===== src/rtl/sirv_uart_pkg.sv =====
// Shared UART definitions: FSM state encodings, parity-mode constants and
// the default baud divisor width. Used by both the TX and RX blocks.
package sirv_uart_pkg;

    // Default width of the baud divisor.
    localparam int UART_DIV_W = 16;

    // Frame FSM states. The encodings are fixed because the RX block shares them.
    typedef enum logic [2:0] {
        ST_IDLE   = 3'd0,
        ST_START  = 3'd1,
        ST_DATA   = 3'd2,
        ST_PARITY = 3'd3,
        ST_STOP   = 3'd4
    } uart_state_e;

    // Bit positions within the io_parity control field.
    localparam int PARITY_EN_IDX  = 0;
    localparam int PARITY_ODD_IDX = 1;

    // Parity modes as driven on io_parity.
    localparam logic [1:0] PARITY_NONE = 2'b00;
    localparam logic [1:0] PARITY_EVEN = 2'b01;
    localparam logic [1:0] PARITY_ODD  = 2'b11;

endpackage


===== src/rtl/sirv_uart_fifo.sv =====
// Synchronous FIFO built from a flop array. The pointers wrap modulo DEPTH,
// and a separate occupancy count tells full from empty. A push is refused
// while the FIFO is full, even when a pop happens in the same cycle.
module sirv_uart_fifo #(
    parameter int DATA_W = 8,
    parameter int DEPTH  = 8
) (
    input  logic                    clock,
    input  logic                    reset,
    input  logic                    push_valid,
    output logic                    push_ready,
    input  logic [DATA_W-1:0]       push_data,
    input  logic                    pop,
    output logic [DATA_W-1:0]       head,
    output logic [$clog2(DEPTH):0]  count,
    output logic                    empty
);
    localparam int PTR_W = $clog2(DEPTH);
    localparam int CNT_W = PTR_W + 1;

    logic [DATA_W-1:0] mem [DEPTH];
    logic [PTR_W-1:0]  wptr;
    logic [PTR_W-1:0]  rptr;
    logic              full;
    logic              do_push;
    logic              do_pop;

    assign full       = (count == CNT_W'(DEPTH));
    assign empty      = (count == '0);
    assign push_ready = !full;
    assign do_push    = push_valid && !full;
    assign do_pop     = pop && !empty;
    assign head       = mem[rptr];

    // Storage array: write the pushed word at the write pointer.
    // NOTE: the data array has no reset; valid entries are tracked by count, so resetting it would only cost flops.
    always_ff @(posedge clock) begin
        if (do_push) begin
            mem[wptr] <= push_data;
        end
    end

    // Pointers and occupancy; a simultaneous push and pop leaves count unchanged.
    // NOTE: sequential state uses non-blocking assignments so every flop samples pre-edge values.
    always_ff @(posedge clock or posedge reset) begin
        if (reset) begin
            wptr  <= '0;
            rptr  <= '0;
            count <= '0;
        end else begin
            if (do_push) wptr <= wptr + 1'b1;
            if (do_pop)  rptr <= rptr + 1'b1;
            case ({do_push, do_pop})
                2'b10:   count <= count + 1'b1;
                2'b01:   count <= count - 1'b1;
                default: count <= count;
            endcase
        end
    end

endmodule


===== src/rtl/sirv_uarttx_fifo_gen.sv =====
// UART transmitter with an integrated TX FIFO. Frames are sent LSB first with
// one start bit, DATA_W data bits, an optional parity bit and 1 or 2 stop bits.
// Every bit lasts io_div+1 clocks. The idle line is high.
// Build option: define SIRV_UARTTX_PARITY_EN to build the parity state and
// honour io_parity; otherwise io_parity is ignored.
module sirv_uarttx_fifo_gen
    import sirv_uart_pkg::*;
#(
    parameter int DATA_W     = 8,
    parameter int FIFO_DEPTH = 8,
    parameter int DIV_W      = UART_DIV_W
) (
    input  logic                         clock,
    input  logic                         reset,
    input  logic                         io_en,
    input  logic                         io_in_valid,
    output logic                         io_in_ready,
    input  logic [DATA_W-1:0]            io_in_bits,
    input  logic [DIV_W-1:0]             io_div,
    input  logic                         io_nstop,
    input  logic [1:0]                   io_parity,
    output logic [$clog2(FIFO_DEPTH):0]  io_count,
    output logic                         io_busy,
    output logic                         io_out
);
    localparam int BIT_W = $clog2(DATA_W);

    uart_state_e       state_q, state_d;
    logic [DIV_W-1:0]  presc_q, presc_d;
    logic [DATA_W-1:0] shift_q, shift_d;
    logic [BIT_W-1:0]  bitcnt_q, bitcnt_d;
    logic              stop2_q, stop2_d;
    logic              stop_left_q, stop_left_d;
    logic              out_q, out_d;
    logic              start_frame;
    logic              tick;
    logic              start_ok;
    logic              fifo_empty;
    logic [DATA_W-1:0] fifo_head;

    sirv_uart_fifo #(
        .DATA_W (DATA_W),
        .DEPTH  (FIFO_DEPTH)
    ) u_fifo (
        .clock      (clock),
        .reset      (reset),
        .push_valid (io_in_valid),
        .push_ready (io_in_ready),
        .push_data  (io_in_bits),
        .pop        (start_frame),
        .head       (fifo_head),
        .count      (io_count),
        .empty      (fifo_empty)
    );

    assign tick     = (state_q != ST_IDLE) && (presc_q == '0);
    assign start_ok = io_en && !fifo_empty;
    assign io_busy  = (state_q != ST_IDLE);
    assign io_out   = out_q;

`ifdef SIRV_UARTTX_PARITY_EN
    logic par_on_q;
    logic par_bit_q;

    // Parity mode and parity bit are captured when the frame's byte is popped.
    always_ff @(posedge clock or posedge reset) begin
        if (reset) begin
            par_on_q  <= 1'b0;
            par_bit_q <= 1'b0;
        end else if (start_frame) begin
            par_on_q  <= io_parity[PARITY_EN_IDX];
            par_bit_q <= (^fifo_head) ^ io_parity[PARITY_ODD_IDX];
        end
    end
`else
    logic parity_unused;
    assign parity_unused = ^io_parity;
`endif

    // Next-state, prescaler, shifter and registered txd value.
    always_comb begin
        // NOTE: every output of this block gets a default first, so no path can infer a latch.
        state_d     = state_q;
        presc_d     = presc_q;
        shift_d     = shift_q;
        bitcnt_d    = bitcnt_q;
        stop2_d     = stop2_q;
        stop_left_d = stop_left_q;
        out_d       = out_q;
        start_frame = 1'b0;

        if (state_q != ST_IDLE) begin
            presc_d = tick ? io_div : presc_q - 1'b1;
        end

        case (state_q)
            ST_IDLE: begin
                start_frame = start_ok;
            end
            ST_START: begin
                if (tick) begin
                    state_d  = ST_DATA;
                    bitcnt_d = BIT_W'(DATA_W - 1);
                    out_d    = shift_q[0];
                end
            end
            ST_DATA: begin
                if (tick) begin
                    if (bitcnt_q == '0) begin
`ifdef SIRV_UARTTX_PARITY_EN
                        if (par_on_q) begin
                            state_d = ST_PARITY;
                            out_d   = par_bit_q;
                        end else
`endif
                        begin
                            state_d     = ST_STOP;
                            out_d       = 1'b1;
                            stop_left_d = stop2_q;
                        end
                    end else begin
                        shift_d  = shift_q >> 1;
                        bitcnt_d = bitcnt_q - 1'b1;
                        out_d    = shift_q[1];
                    end
                end
            end
`ifdef SIRV_UARTTX_PARITY_EN
            ST_PARITY: begin
                if (tick) begin
                    state_d     = ST_STOP;
                    out_d       = 1'b1;
                    stop_left_d = stop2_q;
                end
            end
`endif
            ST_STOP: begin
                if (tick) begin
                    if (stop_left_q) begin
                        stop_left_d = 1'b0;
                    end else if (start_ok) begin
                        start_frame = 1'b1;
                    end else begin
                        state_d = ST_IDLE;
                    end
                end
            end
            default: begin
                state_d = ST_IDLE;
                out_d   = 1'b1;
            end
        endcase

        // Frame start from IDLE or straight out of STOP: pop the head and latch frame options.
        if (start_frame) begin
            state_d = ST_START;
            presc_d = io_div;
            shift_d = fifo_head;
            stop2_d = io_nstop;
            out_d   = 1'b0;
        end
    end

    // State register; reset forces the line high immediately.
    always_ff @(posedge clock or posedge reset) begin
        if (reset) begin
            state_q     <= ST_IDLE;
            presc_q     <= '0;
            shift_q     <= '0;
            bitcnt_q    <= '0;
            stop2_q     <= 1'b0;
            stop_left_q <= 1'b0;
            out_q       <= 1'b1;
        end else begin
            state_q     <= state_d;
            presc_q     <= presc_d;
            shift_q     <= shift_d;
            bitcnt_q    <= bitcnt_d;
            stop2_q     <= stop2_d;
            stop_left_q <= stop_left_d;
            out_q       <= out_d;
        end
    end

endmodule


===== config.mk =====
export PLATFORM = sky130hd
export DESIGN_NAME = sirv_uarttx_fifo_gen
export DESIGN_NICKNAME = d
export VERILOG_FILES = /design/src/rtl/sirv_uart_pkg.sv /design/src/rtl/sirv_uart_fifo.sv /design/src/rtl/sirv_uarttx_fifo_gen.sv
export SDC_FILE = /design/constraint.sdc
export NUM_CORES = 1
export LEC_CHECK = 0
export ABC_AREA = 1
export CORE_MARGIN = 1
export CORE_UTILIZATION = 52
export CTS_CLUSTER_SIZE = 40
export DETAILED_ROUTE_END_ITERATION = 12
export PLACE_DENSITY = 0.72
export SKIP_CTS_REPAIR_TIMING = 1
export SLEW_MARGIN = 5
export SYNTH_ARGS = -nofsm -noshare
export SYNTH_HDL_FRONTEND = slang
export SYNTH_HIERARCHICAL = 1
export SYNTH_SLANG_ARGS = --single-unit
export TNS_END_PERCENT = 10

===== constraint.sdc =====
create_clock -name clock -period 6.6 [get_ports clock]
set_input_delay 0.66 -clock clock [delete_from_list [all_inputs] [get_ports clock]]
set_output_delay 0.66 -clock clock [all_outputs]
set_load 0.02 [all_outputs]

# Word-level counts from Yosys, hierarchy flattened
# Memories as Yosys holds them, arrays and structs flattened.
# Index checks and enable logic that the tools add are counted.
# word_totals
reg_bits	43
word_cells	95
ram_bits	64
input_bits	31
n_memories	1
latch_bits	0
output_inout_bits	7
rom_bits	0
# classes
n_addsub	6
reduce_logical	23
bitwise_logic	0
mux	35
multipliers	0
order_cmp	0
shift	0
div	0
n_eq_ne	20
# mem_list
name	depth	width	read_ports	rd_clocked_by_memory_dff	wr	line_no	rtl
u_fifo.mem	8	8	1	0	1	sirv_uart_fifo.sv:21	logic [DATA_W-1:0] mem [DEPTH];
# ops
cell	count
$mux 16	3
$mux 8	4
$mux 3	10
$ne 3x2->1 const B	6
$logic_not 16->1	1
$sub 16x1->16 const B	1
$mux 1	12
$pmux 3 s4	1
$reduce_bool 2->1	6
$ne 2x2->1 const B	5
$pmux 4 s2	1
$reduce_and 4->1	2
$reduce_and 7->1	1
$add 3x1->3 const B	2
$logic_not 3->1	2
$ne 2x1->1 const B	3
$pmux 3 s2	1
$reduce_and 3->1	2
$add 4x1->4 const B	1
$eq 4x4->1 const B	1
$logic_and 1x1->1	4
$logic_not 4->1	1
$pmux 1 s2	2
$sub 4x1->4 const B	1
other kinds (10)	11

# Logic depth before layout (Yosys ltp)
# Gate-level depths: netlist of the first run.
# depth
depth_word	10
mapped_depth	19

# Hierarchy
# Netlist of the first run, hierarchy kept.
# modules_own_cells
mod	seq_area_each_um2	area_per_inst_um2	instances	cells_per_inst
sirv_uart_fifo	2172.1	3404.5	1	357
sirv_uarttx_fifo_gen	827.0	2275.9	1	333

# Worst setup path before layout of the first run
# OpenSTA, ideal clock, no wires.
# synth_path
path_type	register -> register
start	reg u_fifo.count[3]
end	reg u_fifo.count[3]
path_buffers	1
t_arrival_ns	2.664
required_ns	6.483
path_stages_with_launch	19
setup_time_ns	0.117
slack_ns	3.819
period_less_slack_ns	2.781
cell_sequence	dfrtp_1 -> inv_1 -> nand3_1 -> inv_1 -> nor2_2 -> nand2_1 -> nor2_2 -> nand4_4 -> nand2_2 -> buf_4 -> nand2_1 -> inv_1 -> ha_1 -> ha_1 -> or2_2 -> nand2_1 -> nand2_1 -> nand3_1 -> nand2_1
# synth_via
elab_chain_cells	10
word_cells_on_any_way	17
classes_between	add/sub (2); eq/ne (3); mux (5); reduce/logical (7)
# synth_lines
element	line_no	rtl
start, declared	sirv_uart_fifo.sv:15	output logic [$clog2(DEPTH):0] count,
start signal, assigned	sirv_uart_fifo.sv:54	2'b10: count <= count + 1'b1;
start signal, assigned	sirv_uart_fifo.sv:55	2'b01: count <= count - 1'b1;
start signal, assigned	sirv_uart_fifo.sv:56	default: count <= count;
$logic_not 4->1 *	sirv_uart_fifo.sv:29	assign empty = (count == '0);
net fifo_empty	sirv_uarttx_fifo_gen.sv:38	logic fifo_empty;
$logic_not 1->1 *	sirv_uarttx_fifo_gen.sv:57	assign start_ok = io_en && !fifo_empty;
$logic_and 1x1->1 *	sirv_uarttx_fifo_gen.sv:57	
$mux 1	sirv_uarttx_fifo_gen.sv:141	end else if (start_ok) begin
$mux 1	sirv_uarttx_fifo_gen.sv:139	if (stop_left_q) begin
$mux 1	sirv_uarttx_fifo_gen.sv:138	if (tick) begin
$pmux 1 s2 *	sirv_uarttx_fifo_gen.sv:96	case (state_q)
net start_frame	sirv_uarttx_fifo_gen.sv:35	logic start_frame;
$logic_and 1x1->1 *	sirv_uart_fifo.sv:32	assign do_pop = pop && !empty;
net u_fifo.do_pop	sirv_uart_fifo.sv:26	logic do_pop;
$eq 2x1->1 / $eq 2x2->1 (equally long branches)	sirv_uart_fifo.sv:53	case ({do_push, do_pop})
$pmux 4 s2 / $reduce_bool 2->1 (equally long branches)	--	
# The timed path passes the listed nets; every way through them passes the cells marked *.
# A chain may end at the register's enable or synchronous reset.

# Worst setup path in the final report of the first run
# layout_path
start	reg u_fifo.count[3]
end	reg u_fifo.count[3]
# layout_via
elab_chain_cells	10
word_cells_on_any_way	17
classes_between	add/sub (2); eq/ne (3); mux (5); reduce/logical (7)
# layout_lines
element	line_no
$logic_not 4->1 *	sirv_uart_fifo.sv:29
net fifo_empty	sirv_uarttx_fifo_gen.sv:38
$logic_not 1->1 *	sirv_uart_fifo.sv:32, sirv_uarttx_fifo_gen.sv:57
$logic_and 1x1->1	sirv_uarttx_fifo_gen.sv:57
$mux 1	sirv_uarttx_fifo_gen.sv:141
$mux 1	sirv_uarttx_fifo_gen.sv:139
$mux 1	sirv_uarttx_fifo_gen.sv:138
$pmux 1 s2	sirv_uarttx_fifo_gen.sv:96
$logic_and 1x1->1 *	sirv_uart_fifo.sv:32
net u_fifo.do_pop	sirv_uart_fifo.sv:26
$eq 2x1->1 / $eq 2x2->1 (equally long branches)	sirv_uart_fifo.sv:53
$pmux 4 s2 / $reduce_bool 2->1 (equally long branches)	--
# Marked as above.

==> reports/metrics.sh, run 1 <==
PERIOD_SHARE_PCT=50.0
MAX_SLEW_HEADROOM_PCT=27.9
TIGHTESTPINTRANSITION_NS=1.08
ANTENNA_LEFT=0
WORST_SETUP_PATH_END_KIND='register'
CLOCK_SKEW_NS=0.0157
SETUP_TOTAL_NEGATIVE_SLACK_NS=0
SYNTH_AREA_UM2=5680
PLACE_WORST_SETUP_SLACK_NS=2.95
WORST-PATH-BUF-INV=3
GRT_PASS1_WL_UM=20100
CRIT_PATH_FREQUENT_CELL='nand2_1'
DRT_PRE_ANTENNA_ITERS=5
DPL.HPWL_UM=7950
WORST_SETUP_PATH_START_KIND='register'
HOLD_WC_PATH_TYPE='reg -> reg'
POWER.SHARE.SEQUENTIAL_PCT=41.9
MET1_USAGE_PCT=28.7
CLOCKBUFFERDEPTH=2
POWER_FRAC_CLOCK_PCT=17.3
INITIAL_ANTENNA_VIOLATION_COUNT=0
DRT_ITER0_DRC=300
WORST_IR_DROP_VDD_mV=0.227
GRT_PASS1_VIAS=4378
GRT_USE_MET3_PCT=4.23
VIAS=4451
GRT_BUSIEST_LAYER='met2'
CLK_PIN_SLEW_NS=0.11
CTS_TREE='built'
HOLD_VIOL_FINAL=0
SETUP_VIOL=0
POWER.STATIC_LEAKAGE_nW=3.00
WL_UM=11800
CAP_VIOLATIONS=0
SWSHARE_PCT=42.6
GRT.OVERFLOW.TOTAL=0
CLOCK.FMAX_MHz=303
DIE_WIDTH_UM=107
YOSYSSEQAREASHARE_PCT=52.8
AVGROUTEDWIREPERCELL_UM=13.7
CP.REQUIRED_NS=6.88
POWER_PER_CELL_AREA_nW_PER_UM2=414
PORT_BUFFERS=35
POWER_SWITCHING_mW=1.13
WORST_PATH_LARGEST_CELL_DELAY_NS=0.46
SYNTHCELLS=690
STATUS='finished clean'
CTS_BUFS_INSERTED=9
DIE_AREA_UM2=11300
SYNTH_WARNINGS=6
START_UTIL_PCT=54.3
ROW_COUNT=37
FINAL.FILL_COUNT=930
CLOCKROOTBUFFER='clkbuf_8'
CPMAXSTAGEDELAYCELL='dfrtp_1'
KIND_OF_CELL_ADDING_THE_MOST_DELAY_TO_THE_CRITICAL_PATH='simple AND/OR/NAND/NOR gates'
CTS-HTREE-LEVELS=3
CRIT_FANOUT=19
SYNTH_CELL_TYPE_COUNT=34
GRT_MAX_DEGREE=67
SETUP_WS_NS=3.30
INSERTEDDIODECOUNT=0
DRC=0
TIMING.HOLD.WS_NS=0.484
DETAIL_ROUTE.VIAS_PER_CELL=5.15
MAPPEDNETLISTNETS=731
MET2_USAGE_PCT=39.6
CLOCK_SINK_COUNT=107
DESIGN.CORE.AREA_UM2=10500
DIE_H_UM=107
AREA_DELTA_SYNTH_FINAL_PCT=12.2
FINAL_LAYOUT_SIZE_SUFFIX_GT1_SHARE_PCT=6.87
CRITICAL_PATH_ARRIVAL_NS=3.58
SYNTHESIS.AREA_PER_INSTANCE_UM2=8.23
GP_ROUTABILITY_CONGESTION=0.901
GLOBAL_ROUTER_S_OVERALL_RESOURCE_USAGE_PCT=22.8
YS_FF_LATCH=107
POWER_REPORT.INTERNAL_TOTAL_mW=1.52
TIMING_MAX_TRANSITION_VIOLATIONS_FINAL=0
FLOORPLAN.IO_PINS=38
PERIOD_NEEDED_NS=3.30
GRT_SETUP_UNREPAIRED='false'
TIMING_WORST_SETUP_PATH_TYPE='reg -> reg'
CRIT_CHAIN='inv_1 > nand3_1 > inv_1 > nor2_2 > nand2_1 > nor2_2 > nand4_4 > nand2_2 > nand2_1 > inv_1 > ha_1 > ha_1 > or2_2 > nand2_1 > nand2_1 > nand3_1 > nand2_1'
COMBPWRFRAC_PCT=40.7
FINAL_NET_COUNT=764
WORST_SKEW_PAIR.LATE_LATENCY_NS=0.37
## cells in the final DEF (no fill, tap or decap), types with 6 or more instances in the layout
cell             count
a22oi_1              7
buf_4                6
clkbuf_8             9
clkdlybuf4s50_1     35
dfrtp_1             41
edfxtp_1            64
ha_1                 9
inv_1               88
nand2_1            244
nand3_1             39
nand4_1             21
nor2_1              90
nor2_2               8
o21ai_0             14
## cells in the mapped netlist
library cell	instances	area, um2
or2_2	1	6.26
inv_2	2	7.51
or2_0	1	6.26
inv_1	88	330
dfstp_2	1	26.3
a21oi_1	3	15.0
nor3_1	8	40.0
xor2_1	5	43.8
xnor2_1	5	43.8
nand3_4	1	17.5
nand2_4	1	11.3
nor2_2	8	50.1
nand3_2	3	30.0
buf_6	5	56.3
a21oi_2	1	8.76
ha_1	9	113
nand2_2	3	18.8
nand4_4	1	21.3
a31oi_1	1	6.26
o21bai_1	4	30.0
nand4_1	21	131
nor2_4	2	22.5
buf_4	4	30.0
fa_1	1	20.0
clkinv_1	1	3.75
clkbuf_1	3	11.3
nand3_1	39	195
a22oi_1	7	52.6
dfrtp_1	42	1050
buf_2	7	35.0
nor2_1	90	338
o21ai_0	14	70.1
edfxtp_1	64	1920
nand2_1	244	916
## logic make-up after synthesis
family | count (synthesis) | synth area share (%)
adder cells (fa/ha/maj) | 10 | 2.33
flip-flops | 107 | 52.8
XOR/XNOR | 10 | 1.54
buffers and inverters | 110 | 8.35
AO/OA/AOI/OAI | 30 | 3.22
AND/OR/NAND/NOR | 423 | 31.8
## path summary, 6_finish.rpt
kind                                              from                     endpoint  slack (ns)  cells after the start
max                        u_fifo/count[3]$_DFFE_PP0P_  u_fifo/count[3]$_DFFE_PP0P_        3.30                     17
min                                stop2_q$_DFFE_PP0P_          stop2_q$_DFFE_PP0P_        0.48                      2
max reg2reg                u_fifo/count[3]$_DFFE_PP0P_  u_fifo/count[3]$_DFFE_PP0P_        3.30                     17
min reg2reg                        stop2_q$_DFFE_PP0P_          stop2_q$_DFFE_PP0P_        0.48                      2
max in group asynchronous                        reset           io_out$_DFFE_PP1P_        5.55                      3
min in group asynchronous                        reset  u_fifo/count[3]$_DFFE_PP0P_        0.58                      2
## power groups by stage
stage	logic (mW)	registers, mW	clock network [mW]
finish	1.08	1.11	0.458
global route	1.25	1.13	0.491
CTS	1.08	1.11	0.469
detailed placement	1.07	1.12	0
global placement	1.03	1.11	0
floorplan	0.892	1.02	0
## worst reg2reg max path, delay by kind of cell, from the launching register on
family | cells | cell delay, ns
flip-flops | 1 | 0.46
AND/OR/NAND/NOR | 12 | 1.94
buffers and inverters | 3 | 0.30
adder cells (fa/ha/maj) | 2 | 0.49
## registers in the layout, indices dropped and copies added, names as in the netlist
register and cells:
u_fifo/rptr 3, presc_q 16, u_fifo/count 4, io_out 1, stop_left_q 1, u_fifo/wptr 3, state_q 3, u_fifo/mem 64
bitcnt_q 3, stop2_q 1, shift_q 8
## per-stage QoR
stage / total power [mW] / cell area (um2) / util, % / instances
after floorplan: 1.91 / 5680 / - / 690
after global placement: 2.13 / 6130 / 58.6 / 848
after detailed placement: 2.19 / 6130 / 58.6 / 848
after CTS: 2.65 / 6370 / 60.9 / 864
after global routing: 2.87 / 6370 / 60.9 / 864
final: 2.64 / 6370 / 60.9 / 864
## final cells by class
type / instances / area (um2) / share of cell area (%)
flip-flops and latches: 107 / 3000 / 47.1
clock buffers: 9 / 124 / 1.94
repair buffers: 41 / 395 / 6.20
inverters: 91 / 342 / 5.36
clock inverters: 7 / 120 / 1.88
multi-input cells: 473 / 2220 / 34.9
well taps: 136 / 170 / 2.67
## routing by layer
layer | vias up | part of all wire, %
li1 | 2245 | -
met1 | 2107 | 46
met2 | 86 | 49
met3 | 13 | 3.6
met4 | 0 | 1.3
met5 | - | 0
No activity file was read; power rests on OpenSTA's default activity.
==> run 2: changes to the inputs <==
- PLACE_DENSITY: 0.72 -> 0.74
- clock period: 6.6 -> 2.7 ns (I/O delays scaled with it)
==> reports/metrics.sh, run 2 (same netlist as run 1, synthesis figures left out) <==
GLOBAL_ROUTER_S_OVERALL_RESOURCE_USAGE_PCT=22.1
DIE_H_UM=107
GRT_PASS1_WL_UM=19300
DIE_WIDTH_UM=107
SWSHARE_PCT=43.4
DESIGN.CORE.AREA_UM2=10500
DPL.HPWL_UM=7850
SETUP_TOTAL_NEGATIVE_SLACK_NS=0
WORST_IR_DROP_VDD_mV=0.657
POWER_SWITCHING_mW=2.78
FINAL_LAYOUT_SIZE_SUFFIX_GT1_SHARE_PCT=9.31
TIGHTESTPINTRANSITION_NS=0.610
CRIT_PATH_FREQUENT_CELL='nand2_1'
POWER_FRAC_CLOCK_PCT=15.7
GRT_PASS1_VIAS=4152
CLOCK_SKEW_NS=0.0116
LAYOUT_COMMON_CELLS='nand2_1 (243), nor2_1 (90), inv_1 (87)'
FLOORPLAN.IO_PINS=38
PORT_BUFFERS=35
STATUS='finished clean'
ANTENNA_LEFT=0
MULTI_INPUT_AREA_UM2=2220
REG_TOP3='u_fifo/mem: 64 flops, presc_q: 16 flops, shift_q: 8 flops'
CLOCK_SINK_COUNT=107
CTS_TREE='built'
CLOCKROOTBUFFER='clkbuf_8'
SETUP_WS_NS=0.217
FINALCOREUTILIZATION_PCT=61.6
HOLD_VIOL_FINAL=0
PERIOD_SHARE_PCT=92.0
WORST_SKEW_PAIR.LATE_LATENCY_NS=0.39
CLOCKBUFFERDEPTH=2
DRC=0
FINAL.FILL_COUNT=938
START_UTIL_PCT=54.3
GP_ROUTABILITY_CONGESTION=0.866
STDCELL_AREA_UM2=6450
POWER_PER_CELL_AREA_nW_PER_UM2=994
WORST_PATH_LARGEST_CELL_DELAY_NS=0.46
PERIOD_NEEDED_NS=2.48
DRT_ITER0_DRC=287
CPMAXSTAGEDELAYCELL='dfrtp_2'
DIE_AREA_UM2=11300
TIMING_MAX_TRANSITION_VIOLATIONS_FINAL=0
LARGEST_REGISTER_FFS=64
GRT.OVERFLOW.TOTAL=0
INSERTEDDIODECOUNT=0
WORST_SETUP_PATH_END_KIND='register'
COMBPWRFRAC_PCT=44.7
CRIT_CHAIN='nor2_2 > nand3_2 > inv_2 > nor2_4 > buf_4 > nand3_2 > nand2_2 > nand2_2 > inv_1 > ha_2 > ha_1 > or2_2 > nand2_1 > nand2_1 > nand3_1 > nand2_1'
TIMING_WORST_SETUP_PATH_TYPE='reg -> reg'
SETUP_VIOL=0
POWER_mW=6.41
HOLD_WC_PATH_TYPE='in -> async'
POWER_REPORT.INTERNAL_TOTAL_mW=3.63
POWER.STATIC_LEAKAGE_nW=3.04
CTS_BUFS_INSERTED=9
AVGROUTEDWIREPERCELL_UM=13.1
CLOCK.FMAX_MHz=403
CTS-HTREE-LEVELS=3
DPL-INSTANCE-AREA_UM2=6220
LAYOUT.AREA.SEQ_UM2=3010
LAYOUT.CELLS.MOST_COMMON='nand2_1'
CAP_VIOLATIONS=0
POWER.SHARE.SEQUENTIAL_PCT=39.7
WORST_SETUP_PATH_START_KIND='register'
INITIAL_ANTENNA_VIOLATION_COUNT=0
VIAS=4377
DETAIL_ROUTE.VIAS_PER_CELL=4.99
CP.REQUIRED_NS=2.99
GRT_SETUP_UNREPAIRED='false'
WL_UM=11500
CLK_PIN_SLEW_NS=0.11
MAX_SLEW_HEADROOM_PCT=59.3
DRT_PRE_ANTENNA_ITERS=4
PLACE_WORST_SETUP_SLACK_NS=0.0787
GRT_MAX_DEGREE=67
CRIT_FANOUT=5
REGISTER_BANK_WITH_THE_MOST_FLOPS='u_fifo/mem'
FINAL_NET_COUNT=777
AREA_DELTA_SYNTH_FINAL_PCT=13.5
ROW_COUNT=37
CRITICAL_PATH_ARRIVAL_NS=2.77
run 2: changes by cell type in the layout (fill, tap and decap cells not counted), moves of 2 or more:
cell	change
dfrtp_2	+4
buf_4	+13
bufinv_16	-2
ha_2	+2
inv_6	+2
nor3_1	+3
dfrtp_1	-4
nor3_2	-3
ha_1	-2
run 2: area by class of cell:
type | instances | share of cell area [%]
Clock inverter | 7 | 1.40
Inverter | 91 | 5.30
Clock buffer | 9 | 1.92
Multi-Input combinational cell | 473 | 34.5
Timing Repair Buffer | 54 | 7.64
Tap cell | 136 | 2.64
Sequential cell | 107 | 46.6
run 2: power groups by stage:
stage	combinational [mW]	sequential [mW]	clock, mW
final	2.86	2.54	1.00
after global routing	3.27	2.59	1.08
after CTS	2.85	2.54	1.03
after detailed placement	2.84	2.57	0
after global placement	2.75	2.55	0
after floorplan	2.18	2.50	0
run 2: critical path: cells and delay by family (launching register included):
kind | cells | cell delay (ns)
fa+ha+maj | 2 | 0.49
buf+inv | 3 | 0.32
flops | 1 | 0.46
simple gates | 11 | 1.11
run 2: worst paths after layout:
| kind | start | end | slack [ns] | cells past startpoint |
|---|---|---|---|---|
| min in group clock | io_nstop | stop2_q$_DFFE_PP0P_ | 0.43 | 3 |
| hold / removal | reset | u_fifo/count[3]$_DFFE_PP0P_ | 0.17 | 2 |
| setup / recovery | u_fifo/count[0]$_DFFE_PP0P_ | u_fifo/count[3]$_DFFE_PP0P_ | 0.22 | 16 |
| max in group asynchronous | reset | io_out$_DFFE_PP1P_ | 2.05 | 3 |
| hold reg to reg | shift_q[3]$_DFFE_PP0P_ | shift_q[3]$_DFFE_PP0P_ | 0.50 | 2 |
| setup reg to reg | u_fifo/count[0]$_DFFE_PP0P_ | u_fifo/count[3]$_DFFE_PP0P_ | 0.22 | 16 |
run 2: per-stage QoR:
step | hold WS [ns] | std cells
3_5_place_dp | 0.471 | 861
6_report | 0.172 | 877
2_1_floorplan | 0.110 | 690
4_1_cts | 0.174 | 877
5_1_grt | 0.232 | 877
3_3_place_gp | 0.463 | 861
run 2: per-layer routing:
metal	GRT usage, %	share of wire [%]	vias to the layer above
met1	29.5	46	1996
met5	0	0	-
met2	35.5	48	91
li1	-	-	2277
met3	4.78	5.0	13
met4	7.83	1.4	0
==> run 3: changes to the inputs <==
- ABC_CLOCK_PERIOD_IN_PS: default -> 2700
- CORE_MARGIN: 1 -> 2
==> reports/metrics.sh, run 3 (same netlist as run 1, synthesis figures left out) <==
INITIAL_ANTENNA_VIOLATION_COUNT=0
TIMING.HOLD.WS_NS=0.211
INSERTEDDIODECOUNT=0
REGISTER_BANK_WITH_THE_MOST_FLOPS='u_fifo/mem'
GRT_SETUP_UNREPAIRED='false'
PERIOD_NEEDED_NS=2.47
GRT_MAX_DEGREE=45
WORST_SETUP_PATH_END_KIND='register'
TOP_SIGNAL_LAYER_USED='met4'
WORST_SETUP_PATH_START_KIND='register'
DPL.HPWL_UM=8140
CAP_VIOLATIONS=0
VIAS=4530
WORST_R2R_STARTPOINT='u_fifo/count[0]$_DFFE_PP0P_'
WL_MET2_UM=5670
FINAL_LAYOUT_SIZE_SUFFIX_GT1_SHARE_PCT=8.64
CRITICAL_PATH_ARRIVAL_NS=2.77
POWER.STATIC_LEAKAGE_nW=3.04
CTS_BUFS_INSERTED=9
PERIOD_SHARE_PCT=91.6
CLOCK_SKEW_NS=0.0120
POWER_PER_CELL_AREA_nW_PER_UM2=1000
TIMING_MAX_TRANSITION_VIOLATIONS_FINAL=0
LARGEST_REGISTER_FFS=64
ANTENNA_LEFT=0
POWER_mW=6.43
NUMPLACEDINSTANCES=865
GRT_PASS1_VIAS=4187
AVGROUTEDWIREPERCELL_UM=13.5
HOLD_VIOL_FINAL=0
REGTOREGENDPOINT='u_fifo/count[3]$_DFFE_PP0P_'
CLOCKBUFFERDEPTH=2
WIRELENGTH_MET1_UM=5420
SETUP_VIOL=0
START_UTIL_PCT=52.9
LAYOUT.CELLS.MOST_COMMON='nand2_1'
TIMING_WORST_SETUP_PATH_TYPE='reg -> reg'
TIGHTESTPINTRANSITION_NS=0.462
CP.REQUIRED_NS=2.99
SETUP_TOTAL_NEGATIVE_SLACK_NS=0
GP_ROUTABILITY_CONGESTION=0.911
FLOORPLAN.IO_PINS=38
DIE_H_UM=109
MAX_SLEW_HEADROOM_PCT=69.1
HOLD_WC_PATH_TYPE='in -> async'
ROW_COUNT=38
FINALNONFILLERCELLS=881
CTS-HTREE-LEVELS=3
CLOCK.FMAX_MHz=404
REG_TOP3='u_fifo/mem: 64 flops, presc_q: 16 flops, shift_q: 8 flops'
DETAIL_ROUTE.VIAS_PER_CELL=5.14
PORT_BUFFERS=35
CRIT_FANOUT=5
CLOCKROOTBUFFER='clkbuf_8'
WL_UM=11900
FINAL_NET_COUNT=777
CTS_TREE='built'
LAYOUT_COMMON_CELLS='nand2_1 (244), nor2_1 (90), inv_1 (88)'
DESIGN.CORE.AREA_UM2=10700
CLOCK_SINK_COUNT=107
GRT_PASS1_WL_UM=19800
WORST_R2R_PATH_DEPTH=16
DIE_WIDTH_UM=109
GLOBAL_ROUTER_S_OVERALL_RESOURCE_USAGE_PCT=21.8
AREA_DELTA_SYNTH_FINAL_PCT=13.2
MET3_WIRELENGTH_UM=636
STATUS='finished clean'
GRT.OVERFLOW.TOTAL=0
WORST_IR_DROP_VDD_mV=0.590
WORST_SKEW_PAIR.LATE_LATENCY_NS=0.39
DRC=0
DRT_ITER0_DRC=302
CLK_PIN_SLEW_NS=0.11
DIE_AREA_UM2=11800
SETUP.REG_TO_REG.WORST_SLACK_NS=0.23
DRT_PRE_ANTENNA_ITERS=4
[run 3: changes by cell type in the layout (fill, tap and decap cells not counted), moves of 2 or more]
cell,previous run,this run
inv_8,0,4
clkinv_8,3,0
ha_1,7,9
ha_2,2,0
[run 3: area by class of cell]
class	count	area, um2
tap	140	175
timing repair buffer	54	505
multi-input combinational	473	2210
clock inverter	7	66.3
sequential	107	3010
inverter	91	342
fill	967	4320
clock buffer	9	124
[run 3: worst max-delay path by stage]
stage,from,to,cells after the start
final,u_fifo/count[0]$_DFFE_PP0P_,u_fifo/count[3]$_DFFE_PP0P_,16
after global routing,presc_q[0]$_DFFE_PP0P_,u_fifo/count[2]$_DFFE_PP0P_,13
after CTS,u_fifo/count[0]$_DFFE_PP0P_,u_fifo/count[3]$_DFFE_PP0P_,16
after detailed placement,io_en,u_fifo/count[3]$_DFFE_PP0P_,16
after global placement,io_en,u_fifo/count[3]$_DFFE_PP0P_,16
after floorplan,u_fifo/count[3]$_DFFE_PP0P_,u_fifo/count[3]$_DFFE_PP0P_,18
[run 3: per-stage QoR]
stage | util (%) | area, um2 | setup WS [ns]
6_report | 59.8 | 6430 | 0.226
5_1_grt | 59.8 | 6430 | 0.0272
4_1_cts | 59.8 | 6430 | 0.205
3_5_place_dp | 58.1 | 6240 | 0.175
3_3_place_gp | 58.1 | 6240 | 0.210
2_1_floorplan | - | 5690 | 0.0407
[run 3: routing by layer]
| metal | global-route usage [%] | vias up |
|---|---|---|
| met5 | 0 | - |
| met2 | 35.7 | 120 |
| met3 | 5.00 | 21 |
| met4 | 6.23 | 0 |
| met1 | 29.2 | 2117 |
| li1 | - | 2272 |
[run 3: worst max-delay path, stage by stage, from the launching register on]
cell and delay (ns):
dfrtp_2 0.46, nor2_2 0.16, nand3_1 0.11, inv_1 0.14, nor2_4 0.05, buf_4 0.14, nand3_2 0.07, nand2_2 0.07
nand2_1 0.09, inv_1 0.06, ha_1 0.23, ha_1 0.31, or2_2 0.29, nand2_1 0.07, nand2_1 0.04, nand3_1 0.05
nand2_1 0.05
[run 3: where the power goes]
part           total [mW]  internal [mW]  switching (mW)
clock network       0.969          0.363           0.605
logic                2.87           1.09            1.78
registers            2.59           2.18           0.413
total                6.43           3.63            2.80
